==> config.mk <==
export PLATFORM = sky130hd
export DESIGN_NAME = pipe_ctrl_flat
export DESIGN_NICKNAME = d
export VERILOG_FILES = /design/src/rtl/pipe_ctrl_if.sv /design/src/rtl/pipe_ctrl.sv /design/src/flat_wrapper.sv
export SDC_FILE = /design/constraint.sdc
export NUM_CORES = 1
export LEC_CHECK = 0
export ABC_AREA = 1
export BUFFER_PORTS_ARGS = -buffer_cell sky130_fd_sc_hd__buf_2
export CELL_PAD_IN_SITES_DETAIL_PLACEMENT = 1
export CELL_PAD_IN_SITES_GLOBAL_PLACEMENT = 1
export CORE_ASPECT_RATIO = 1.1
export CORE_MARGIN = 2
export CORE_UTILIZATION = 18
export CTS_CLUSTER_SIZE = 40
export DETAILED_ROUTE_END_ITERATION = 10
export GPL_TIMING_DRIVEN = 0
export PLACE_DENSITY_LB_ADDON = 0.1
export REMOVE_ABC_BUFFERS = 1
export SETUP_SLACK_MARGIN = 0.05
export SYNTH_ARGS = -nofsm -noshare
export SYNTH_HDL_FRONTEND = slang
export SYNTH_SLANG_ARGS = --single-unit
==> constraint.sdc <==
create_clock -name cpu_clk_50M -period 1.1 [get_ports cpu_clk_50M]
set_input_delay 0.33 -clock cpu_clk_50M [delete_from_list [all_inputs] [get_ports cpu_clk_50M]]
set_output_delay 0.33 -clock cpu_clk_50M [all_outputs]
set_load 0.02 [all_outputs]
==> src/rtl/pipe_ctrl_if.sv <==
// rtl/pipe_ctrl_if.sv - stall/flush scheduler handshake bundle
interface pipe_ctrl_if;
    logic        stallreq_id;
    logic        stallreq_exe;
    logic        imem_req;
    logic        imem_ack;
    logic        dmem_req;
    logic        dmem_ack;
    logic        exc_req;
    logic [31:0] exc_pc;
    logic [5:0]  stall;
    logic        flush;
    logic [31:0] flush_pc;
    logic        inst_discard;
    logic        dmem_abort;
    logic        bus_err;

    // Pipeline side: raises requests, consumes stall/flush controls.
    modport master (
        output stallreq_id, stallreq_exe, imem_req, imem_ack,
               dmem_req, dmem_ack, exc_req, exc_pc,
        input  stall, flush, flush_pc, inst_discard, dmem_abort, bus_err
    );

    // Scheduler side.
    modport slave (
        input  stallreq_id, stallreq_exe, imem_req, imem_ack,
               dmem_req, dmem_ack, exc_req, exc_pc,
        output stall, flush, flush_pc, inst_discard, dmem_abort, bus_err
    );
endinterface

==> src/rtl/pipe_ctrl.sv <==
// rtl/pipe_ctrl.sv - MiniMIPS32 pipeline stall/flush scheduler with data-bus watchdog
module pipe_ctrl #(
    parameter int DMEM_TIMEOUT = 16
) (
    input  logic        cpu_clk_50M,
    input  logic        cpu_rst_n,
    pipe_ctrl_if.slave  bus
);

    typedef enum logic {
        RUN   = 1'b0,
        DRAIN = 1'b1
    } state_t;

    localparam logic [7:0] WCNT_LAST = 8'(DMEM_TIMEOUT - 1);

    state_t      state_q, state_d;
    logic [7:0]  wcnt_q, wcnt_d;

    logic        dmem_wait;
    logic        imem_wait;
    logic [5:0]  stall_req;
    logic [5:0]  stall_c;
    logic        flush_c;
    logic [31:0] flush_pc_c;
    logic        inst_discard_c;
    logic        dmem_abort_c;
    logic        bus_err_c;
    logic        timeout_hit;

    // Priority encode the stall requests: the deepest stalled stage holds itself and everything upstream.
    always_comb begin
        dmem_wait = bus.dmem_req & ~bus.dmem_ack;
        imem_wait = bus.imem_req & ~bus.imem_ack;
        stall_req = 6'b000000;
        if (dmem_wait) begin
            stall_req = 6'b011111;
        end else if (bus.stallreq_exe) begin
            stall_req = 6'b001111;
        end else if (bus.stallreq_id) begin
            stall_req = 6'b000111;
        end else if (imem_wait) begin
            stall_req = 6'b000011;
        end
    end

    // Flush/drain FSM: exceptions flush at once; a fetch in flight at flush time is drained and discarded.
    always_comb begin
        state_d        = state_q;
        flush_c        = 1'b0;
        inst_discard_c = 1'b0;
        stall_c        = stall_req;
        case (state_q)
            RUN: begin
                if (bus.exc_req) begin
                    flush_c        = 1'b1;
                    inst_discard_c = bus.imem_ack;
                    if (imem_wait) begin
                        state_d = DRAIN;
                    end
                end
            end
            DRAIN: begin
                stall_c = stall_req | 6'b000011;
                flush_c = bus.exc_req;
                if (bus.imem_ack) begin
                    inst_discard_c = 1'b1;
                    state_d        = RUN;
                end
            end
            default: begin
                state_d = RUN;
            end
        endcase
        // A flush empties every pipeline register, so holding any of them is meaningless.
        if (flush_c) begin
            stall_c = 6'b000000;
        end
        flush_pc_c   = flush_c ? bus.exc_pc : 32'h0000_0000;
        dmem_abort_c = flush_c & dmem_wait;
    end

    // Watchdog: count consecutive unacked data-bus wait cycles, fire bus_err on the last allowed one.
    always_comb begin
        timeout_hit = dmem_wait & (wcnt_q == WCNT_LAST);
        bus_err_c   = timeout_hit & ~flush_c;
        if (flush_c | ~dmem_wait | timeout_hit) begin
            wcnt_d = 8'h00;
        end else begin
            wcnt_d = wcnt_q + 8'h01;
        end
    end

    // State and watchdog registers.
    always_ff @(posedge cpu_clk_50M or negedge cpu_rst_n) begin
        if (!cpu_rst_n) begin
            state_q <= RUN;
            wcnt_q  <= 8'h00;
        end else begin
            state_q <= state_d;
            wcnt_q  <= wcnt_d;
        end
    end

    // Outputs are quiet while reset is held, regardless of the request inputs.
    always_comb begin
        bus.stall        = cpu_rst_n ? stall_c        : 6'b000000;
        bus.flush        = cpu_rst_n & flush_c;
        bus.flush_pc     = cpu_rst_n ? flush_pc_c     : 32'h0000_0000;
        bus.inst_discard = cpu_rst_n & inst_discard_c;
        bus.dmem_abort   = cpu_rst_n & dmem_abort_c;
        bus.bus_err      = cpu_rst_n & bus_err_c;
    end

endmodule

==> src/flat_wrapper.sv <==
// flat-port wrapper written by rule: the top's interface ports become plain ports
module pipe_ctrl_flat 
#(
    parameter int DMEM_TIMEOUT = 16
)
  (cpu_clk_50M, cpu_rst_n, bus_stallreq_id, bus_stallreq_exe, bus_imem_req, bus_imem_ack, bus_dmem_req, bus_dmem_ack, bus_exc_req, bus_exc_pc, bus_stall, bus_flush, bus_flush_pc, bus_inst_discard, bus_dmem_abort, bus_bus_err);
  pipe_ctrl_if bus_i ();
  input  logic cpu_clk_50M;
  input  logic cpu_rst_n;
  input wire logic [$bits(bus_i.stallreq_id)-1:0] bus_stallreq_id;
  input wire logic [$bits(bus_i.stallreq_exe)-1:0] bus_stallreq_exe;
  input wire logic [$bits(bus_i.imem_req)-1:0] bus_imem_req;
  input wire logic [$bits(bus_i.imem_ack)-1:0] bus_imem_ack;
  input wire logic [$bits(bus_i.dmem_req)-1:0] bus_dmem_req;
  input wire logic [$bits(bus_i.dmem_ack)-1:0] bus_dmem_ack;
  input wire logic [$bits(bus_i.exc_req)-1:0] bus_exc_req;
  input wire logic [$bits(bus_i.exc_pc)-1:0] bus_exc_pc;
  output wire logic [$bits(bus_i.stall)-1:0] bus_stall;
  output wire logic [$bits(bus_i.flush)-1:0] bus_flush;
  output wire logic [$bits(bus_i.flush_pc)-1:0] bus_flush_pc;
  output wire logic [$bits(bus_i.inst_discard)-1:0] bus_inst_discard;
  output wire logic [$bits(bus_i.dmem_abort)-1:0] bus_dmem_abort;
  output wire logic [$bits(bus_i.bus_err)-1:0] bus_bus_err;
  assign bus_i.stallreq_id = bus_stallreq_id;
  assign bus_i.stallreq_exe = bus_stallreq_exe;
  assign bus_i.imem_req = bus_imem_req;
  assign bus_i.imem_ack = bus_imem_ack;
  assign bus_i.dmem_req = bus_dmem_req;
  assign bus_i.dmem_ack = bus_dmem_ack;
  assign bus_i.exc_req = bus_exc_req;
  assign bus_i.exc_pc = bus_exc_pc;
  assign bus_stall = bus_i.stall;
  assign bus_flush = bus_i.flush;
  assign bus_flush_pc = bus_i.flush_pc;
  assign bus_inst_discard = bus_i.inst_discard;
  assign bus_dmem_abort = bus_i.dmem_abort;
  assign bus_bus_err = bus_i.bus_err;
  pipe_ctrl #(.DMEM_TIMEOUT(DMEM_TIMEOUT)) u_core (.cpu_clk_50M(cpu_clk_50M), .cpu_rst_n(cpu_rst_n), .bus(bus_i));
endmodule
==> impl_metrics.ini, run 1 <==
[synthesis]
yosysUniqueCellTypes = 17
synthArstFlopShare_pct = 100
synth_area_per_cell_um2 = 5.55
yosys.area.top_type_share_pct = 28.0
synth_seq_cells = 9
ys_seq_area_share_pct = 28.0
syn_inst = 145
syn-cell-area_um2 = 805
synth_area_leaders = dfrtp_1 (28%), nor2_1 (26%), inv_1 (20%)
yosysWarnings = 0
synthFlopType = dfrtp_1
ys_top_cells_by_count = nor2_1 (55), inv_1 (43), nand2_1 (16), dfrtp_1 (9)
synth_most_common_cell = nor2_1
synth_top_area_cell = dfrtp_1
synth_edf_count = 0

[status]
outcome = finished with violations
violations = negative setup slack

[pwr]
p_sw_mw = 0.500
intPower_mw = 0.890
peakVddDrop_mv = 0.472
p_per_area_nw_per_um2 = 613
seq_power_share_pct = 24.5
switching_share_pct = 36.0
pwr-share-clk_pct = 28.1
power.leakage_nw = 1.10
pwr-share-comb_pct = 47.4

[route]
via_count = 1263
drtPass1Iterations = 2
drtIter0Drc = 19
postRouteAntennaNets = 0
wl_um = 4660
wire_per_inst_um = 15.3
drc = 0
vias_per_cell = 4.15

[sta]
setup_viol = 49
slew_viol_final = 0
holdWs_ns = 0.0184
setup-tns-final_ns = -8.39
layout_min_cycle_time_ns = 1.51
finalCritPeriodShare_pct = 137
fin_ws_ns = -0.410
final-hold-violation-count = 0
fin_worst_skew_ns = 0.00312
fmax_ghz = 0.662
rsz0062_at_grt = yes

[final_layout]
area_growth_pct = 182
nets = 292
utilization_pct = 52.9
drive_gt1_share_pct = 65.5
nFillCells = 495
final_cell_area_um2 = 2270

[global_route]
grt_pass1_wl_um = 6640
antenna_found_initial = 1
grt_max_degree = 9
grt_pass1_vias = 1310
gr-total-overflow = 0
grt.total_usage_pct = 18.2

[placement]
gp_congestion = 0.686
portBuffers = 81
dpl_cell_area_um2 = 1250
hpwl_um = 2400

[die]
core_um2 = 4290
fp.dieW_um = 67.7
boundaryPins = 83
std_cell_rows = 25
die_area_um2 = 5020
die_h_um = 74.1
start_util_pct = 18.8

[clock_tree]
clockRootBuffer = clkbuf_8
cts_tree = yes
htree_levels = 1
holdBufCountCts = 0
clock_latency_ns = 0.23
clk_pin_slew_worst_paths_ns = 0.05
clock_sinks = 9
cts_buffers = 3
cts_buffer_depth = 2

[critical_path]
crit_path_max_fanout = 2
crit_chain = nor2_2 -> nand2_2 -> nor3_4 -> buf_6
cp-end-kind = output pin
crit_slowest_cell = dfrtp_1
slowest_delay_ns = 0.39
worst_setup_path_start_kind = flop
worstSetupPathType = flop to output pin
cp.arrival_ns = 1.18
crit_required_ns = 0.77

[min_path]
hold_path.class = primary input to async pin

[flow_run]
cap_viol_max_count = 0
-- final cells by class --
type                            instances  area, µm²  share of cell area (%)
Antenna cell                            1       2.50                   0.110
Timing Repair Buffer                  100        915                    40.4
Sequential cell                         9        225                    9.94
Clock buffer                            4       45.0                    1.99
Inverter                               43        174                    7.68
Multi-Input combinational cell         93        837                    36.9
Tap cell                               54       67.6                    2.98
-- repair_timing --
| action | CTS | global route |
|---|---|---|
| setup endpoints to repair | 49 | 49 |
| gates cloned | 5 | 0 |
| pin swaps | 17 | 12 |
| gates resized for setup | 188 | 18 |
| setup buffers | 16 | 4 |
-- routing by layer --
layer	share of wire, %	global-route usage [%]
met3	8.2	4.24
met5	0	0
met4	1.1	7.71
met1	32	16.4
met2	58	37.5
-- cells in the final DEF, fill, tap and decap left out, types with 3 or more instances in the layout --
master / Yosys / routed
buf_4: 2 / 15
clkbuf_8: 0 / 3
buf_2: 3 / 36
buf_8: 0 / 3
buf_12: 0 / 3
nor2_2: 0 / 4
nor2_1: 55 / 16
buf_6: 0 / 41
inv_1: 43 / 38
nand2_8: 0 / 6
dfrtp_1: 9 / 9
nor2_4: 0 / 35
nand2_1: 16 / 13
-- kinds of logic (layout without fill, tap and decap cells) --
| logic type | count (synthesis) | count (layout) | share of synthesized area (%) |
|---|---|---|---|
| flops | 9 | 9 | 28.0 |
| compound gates | 5 | 5 | 4.82 |
| xor+xnor | 3 | 3 | 3.27 |
| fa+ha+maj | 1 | 1 | 1.55 |
| other cells | 1 | 2 | 0.466 |
| buf+inv | 48 | 147 | 23.8 |
| simple gates | 78 | 83 | 38.1 |
-- sequential cells by signal (all words and copies together) (netlist names) --
name	flops
u_core.wcnt_q	8
u_core.state_q	1
-- power by group through the flow --
| stage | Combinational [mW] | Clock, mW | Sequential (mW) |
|---|---|---|---|
| final | 0.659 | 0.391 | 0.340 |
| after global routing | 0.698 | 0.420 | 0.341 |
| after detailed placement | 0.318 | 0 | 0.344 |
| after global placement | 0.316 | 0 | 0.345 |
| after floorplan | 0.166 | 0 | 0.344 |
| after CTS | 0.624 | 0.406 | 0.340 |
-- critical path: cells and delay by family (launching register included) --
family / cells / cell delay, ns
DFF: 1 / 0.39
buffers and inverters: 1 / 0.14
and+or+nand+nor: 3 / 0.42
-- final timing paths --
path	startpoint	to	slack (ns)	depth (start not counted)
max	u_core.wcnt_q[7]	bus_bus_err	-0.41	4
min	cpu_rst_n	u_core.wcnt_q[5]	0.02	2
max reg2reg	u_core.wcnt_q[1]	u_core.wcnt_q[3]	-0.28	6
min reg2reg	u_core.state_q	u_core.state_q	0.58	2
max in group asynchronous	cpu_rst_n	u_core.wcnt_q[7]	0.85	3
min in group cpu_clk_50M	bus_imem_ack	u_core.state_q	0.38	4
-- stage by stage --
step                      instances  worst slack (ns)  total power [mW]
after CTS                       300            -0.386              1.37
after global routing            304            -0.484              1.46
after global placement          275             -1.01             0.661
after detailed placement        275            -0.999             0.662
final                           304            -0.410              1.39
after floorplan                 140            -0.471             0.510
(Power assumes the default switching activity.)
==> inputs of run 2 (changes only) <==
--- a/config.mk
+++ b/config.mk
@@ -15,6 +15,7 @@
 export CTS_CLUSTER_SIZE = 40
 export DETAILED_ROUTE_END_ITERATION = 10
 export GPL_TIMING_DRIVEN = 0
+export MAX_ROUTING_LAYER = met4
 export PLACE_DENSITY_LB_ADDON = 0.1
 export REMOVE_ABC_BUFFERS = 1
 export SETUP_SLACK_MARGIN = 0.05
==> run 2 against run 1 <==
Compared with the run above:
- the flow still finishes with violations (negative setup slack)
- routed wire length about the same
- setup slack lost 0.0019 ns
- clock-buffer cell count unchanged
- final cell count stayed put
- global-route usage grew 0.56 points
- non-clock buffer count unchanged
- maximum frequency decreased by 0.12%
- utilization stayed put
- clock skew hardly changed
- clock power about the same
- cell area is the same
- flip-flop and latch count is the same
==> impl_metrics.ini, run 2 (synthesis results as in run 1) <==
[die]
std_cell_rows = 25
core_um2 = 4290
die_h_um = 74.1
fp.dieW_um = 67.7
boundaryPins = 83
start_util_pct = 18.8
die_area_um2 = 5020

[critical_path]
crit_chain = nor2_2 -> nand2_2 -> nor3_4 -> buf_6
crit_slowest_cell = dfrtp_1
crit_path_max_fanout = 2
worstSetupPathType = flop to output pin
ff2ff_setup_slack_ns = -0.28
crit_required_ns = 0.77
cp.arrival_ns = 1.18
slowest_delay_ns = 0.39
cp-end-kind = output pin
worst_setup_path_start_kind = flop

[pwr]
pwr-share-comb_pct = 47.4
seq_power_share_pct = 24.5
pwr-share-clk_pct = 28.1
p_per_area_nw_per_um2 = 614
power.leakage_nw = 1.10
intPower_mw = 0.890
switching_share_pct = 36.0
peakVddDrop_mv = 0.472
p_sw_mw = 0.500

[clock_tree]
htree_levels = 1
clk_pin_slew_worst_paths_ns = 0.05
holdBufCountCts = 0
clockRootBuffer = clkbuf_8
cts_buffers = 3
cts_tree = yes
clock_sinks = 9
clock_latency_ns = 0.23
cts_buffer_depth = 2

[sta]
final-hold-violation-count = 0
fin_ws_ns = -0.411
rsz0062_at_grt = yes
holdWs_ns = 0.0185
fin_worst_skew_ns = 0.00309
finalCritPeriodShare_pct = 137
layout_min_cycle_time_ns = 1.51
setup_viol = 49
fmax_ghz = 0.662
setup-tns-final_ns = -8.41
slew_viol_final = 0

[final_layout]
largest_register_ffs = 8
top_regs = u_core.wcnt_q (8), u_core.state_q (1)
nets = 292
top_register = u_core.wcnt_q
drive_gt1_share_pct = 65.5
final_cell_area_um2 = 2270
layout_common_cells = buf_6 (41), inv_1 (38), buf_2 (36)
final_common_cell = buf_6
utilization_pct = 52.9
area_growth_pct = 182

[min_path]
hold_path.class = primary input to async pin

[placement]
hpwl_um = 2400
dpl_cell_area_um2 = 1250
portBuffers = 81
gp_congestion = 0.693

[route]
wl_um = 4660
wire_per_inst_um = 15.3
drc = 0
drtIter0Drc = 17
drtPass1Iterations = 2
postRouteAntennaNets = 0
vias_per_cell = 4.16
via_count = 1265

[global_route]
grt_pass1_vias = 1311
antenna_found_initial = 1
grt_pass1_wl_um = 6640
grt_max_degree = 9
gr-total-overflow = 0
grt.total_usage_pct = 18.8

[flow_run]
cap_viol_max_count = 0

[status]
violations = negative setup slack
outcome = finished with violations
-- run 2: metrics by stage --
step / setup slack [ns] / cells / total power [mW]
global placement: -1.01 / 275 / 0.661
global route: -0.484 / 304 / 1.46
floorplan: -0.471 / 140 / 0.510
CTS: -0.386 / 300 / 1.37
detailed placement: -0.999 / 275 / 0.662
finish: -0.411 / 304 / 1.39
-- run 2: per-layer routing --
layer	GRT usage [%]	routed length [µm]	up-vias
met2	37.5	2710	52
li1	-	-	623
met4	7.71	53	0
met1	16.4	1520	584
met5	-	0	-
met3	4.24	379	6
-- run 2: critical path: cells and delay by family (launching register included) --
| kind | cells | cell delay, ns |
|---|---|---|
| simple gates | 3 | 0.42 |
| flops | 1 | 0.39 |
| buf+inv | 1 | 0.14 |
-- run 2: final cells by class --
class                   instances  area [µm²]
repair buffers                100         915
inverters                      43         174
well taps                      54        67.6
clock buffers                   4        45.0
diodes                          1        2.50
multi-input cells              93         837
fillers                       495        2020
flip-flops and latches          9         225
-- run 2: repair_timing --
item	in CTS	in global routing
resized for setup	188	18
gates cloned	5	0
pin swaps	17	12
endpoints found under the setup margin	49	49
setup buffers	16	4
-- run 2: power by group through the flow --
stage	combinational [mW]	clock, mW	sequential (mW)
2_1_floorplan	0.166	0	0.344
3_3_place_gp	0.316	0	0.345
3_5_place_dp	0.318	0	0.344
4_1_cts	0.624	0.406	0.340
5_1_grt	0.698	0.420	0.341
6_report	0.659	0.391	0.340
-- run 2: final timing paths --
kind	start	endpoint	cells after the start
worst min register to register	u_core.state_q	u_core.state_q	2
worst min-delay path	cpu_rst_n	u_core.wcnt_q[5]	2
worst max register to register	u_core.wcnt_q[1]	u_core.wcnt_q[3]	6
max in group asynchronous	cpu_rst_n	u_core.wcnt_q[7]	3
min in group cpu_clk_50M	bus_imem_ack	u_core.state_q	4
worst max-delay path	u_core.wcnt_q[7]	bus_bus_err	4
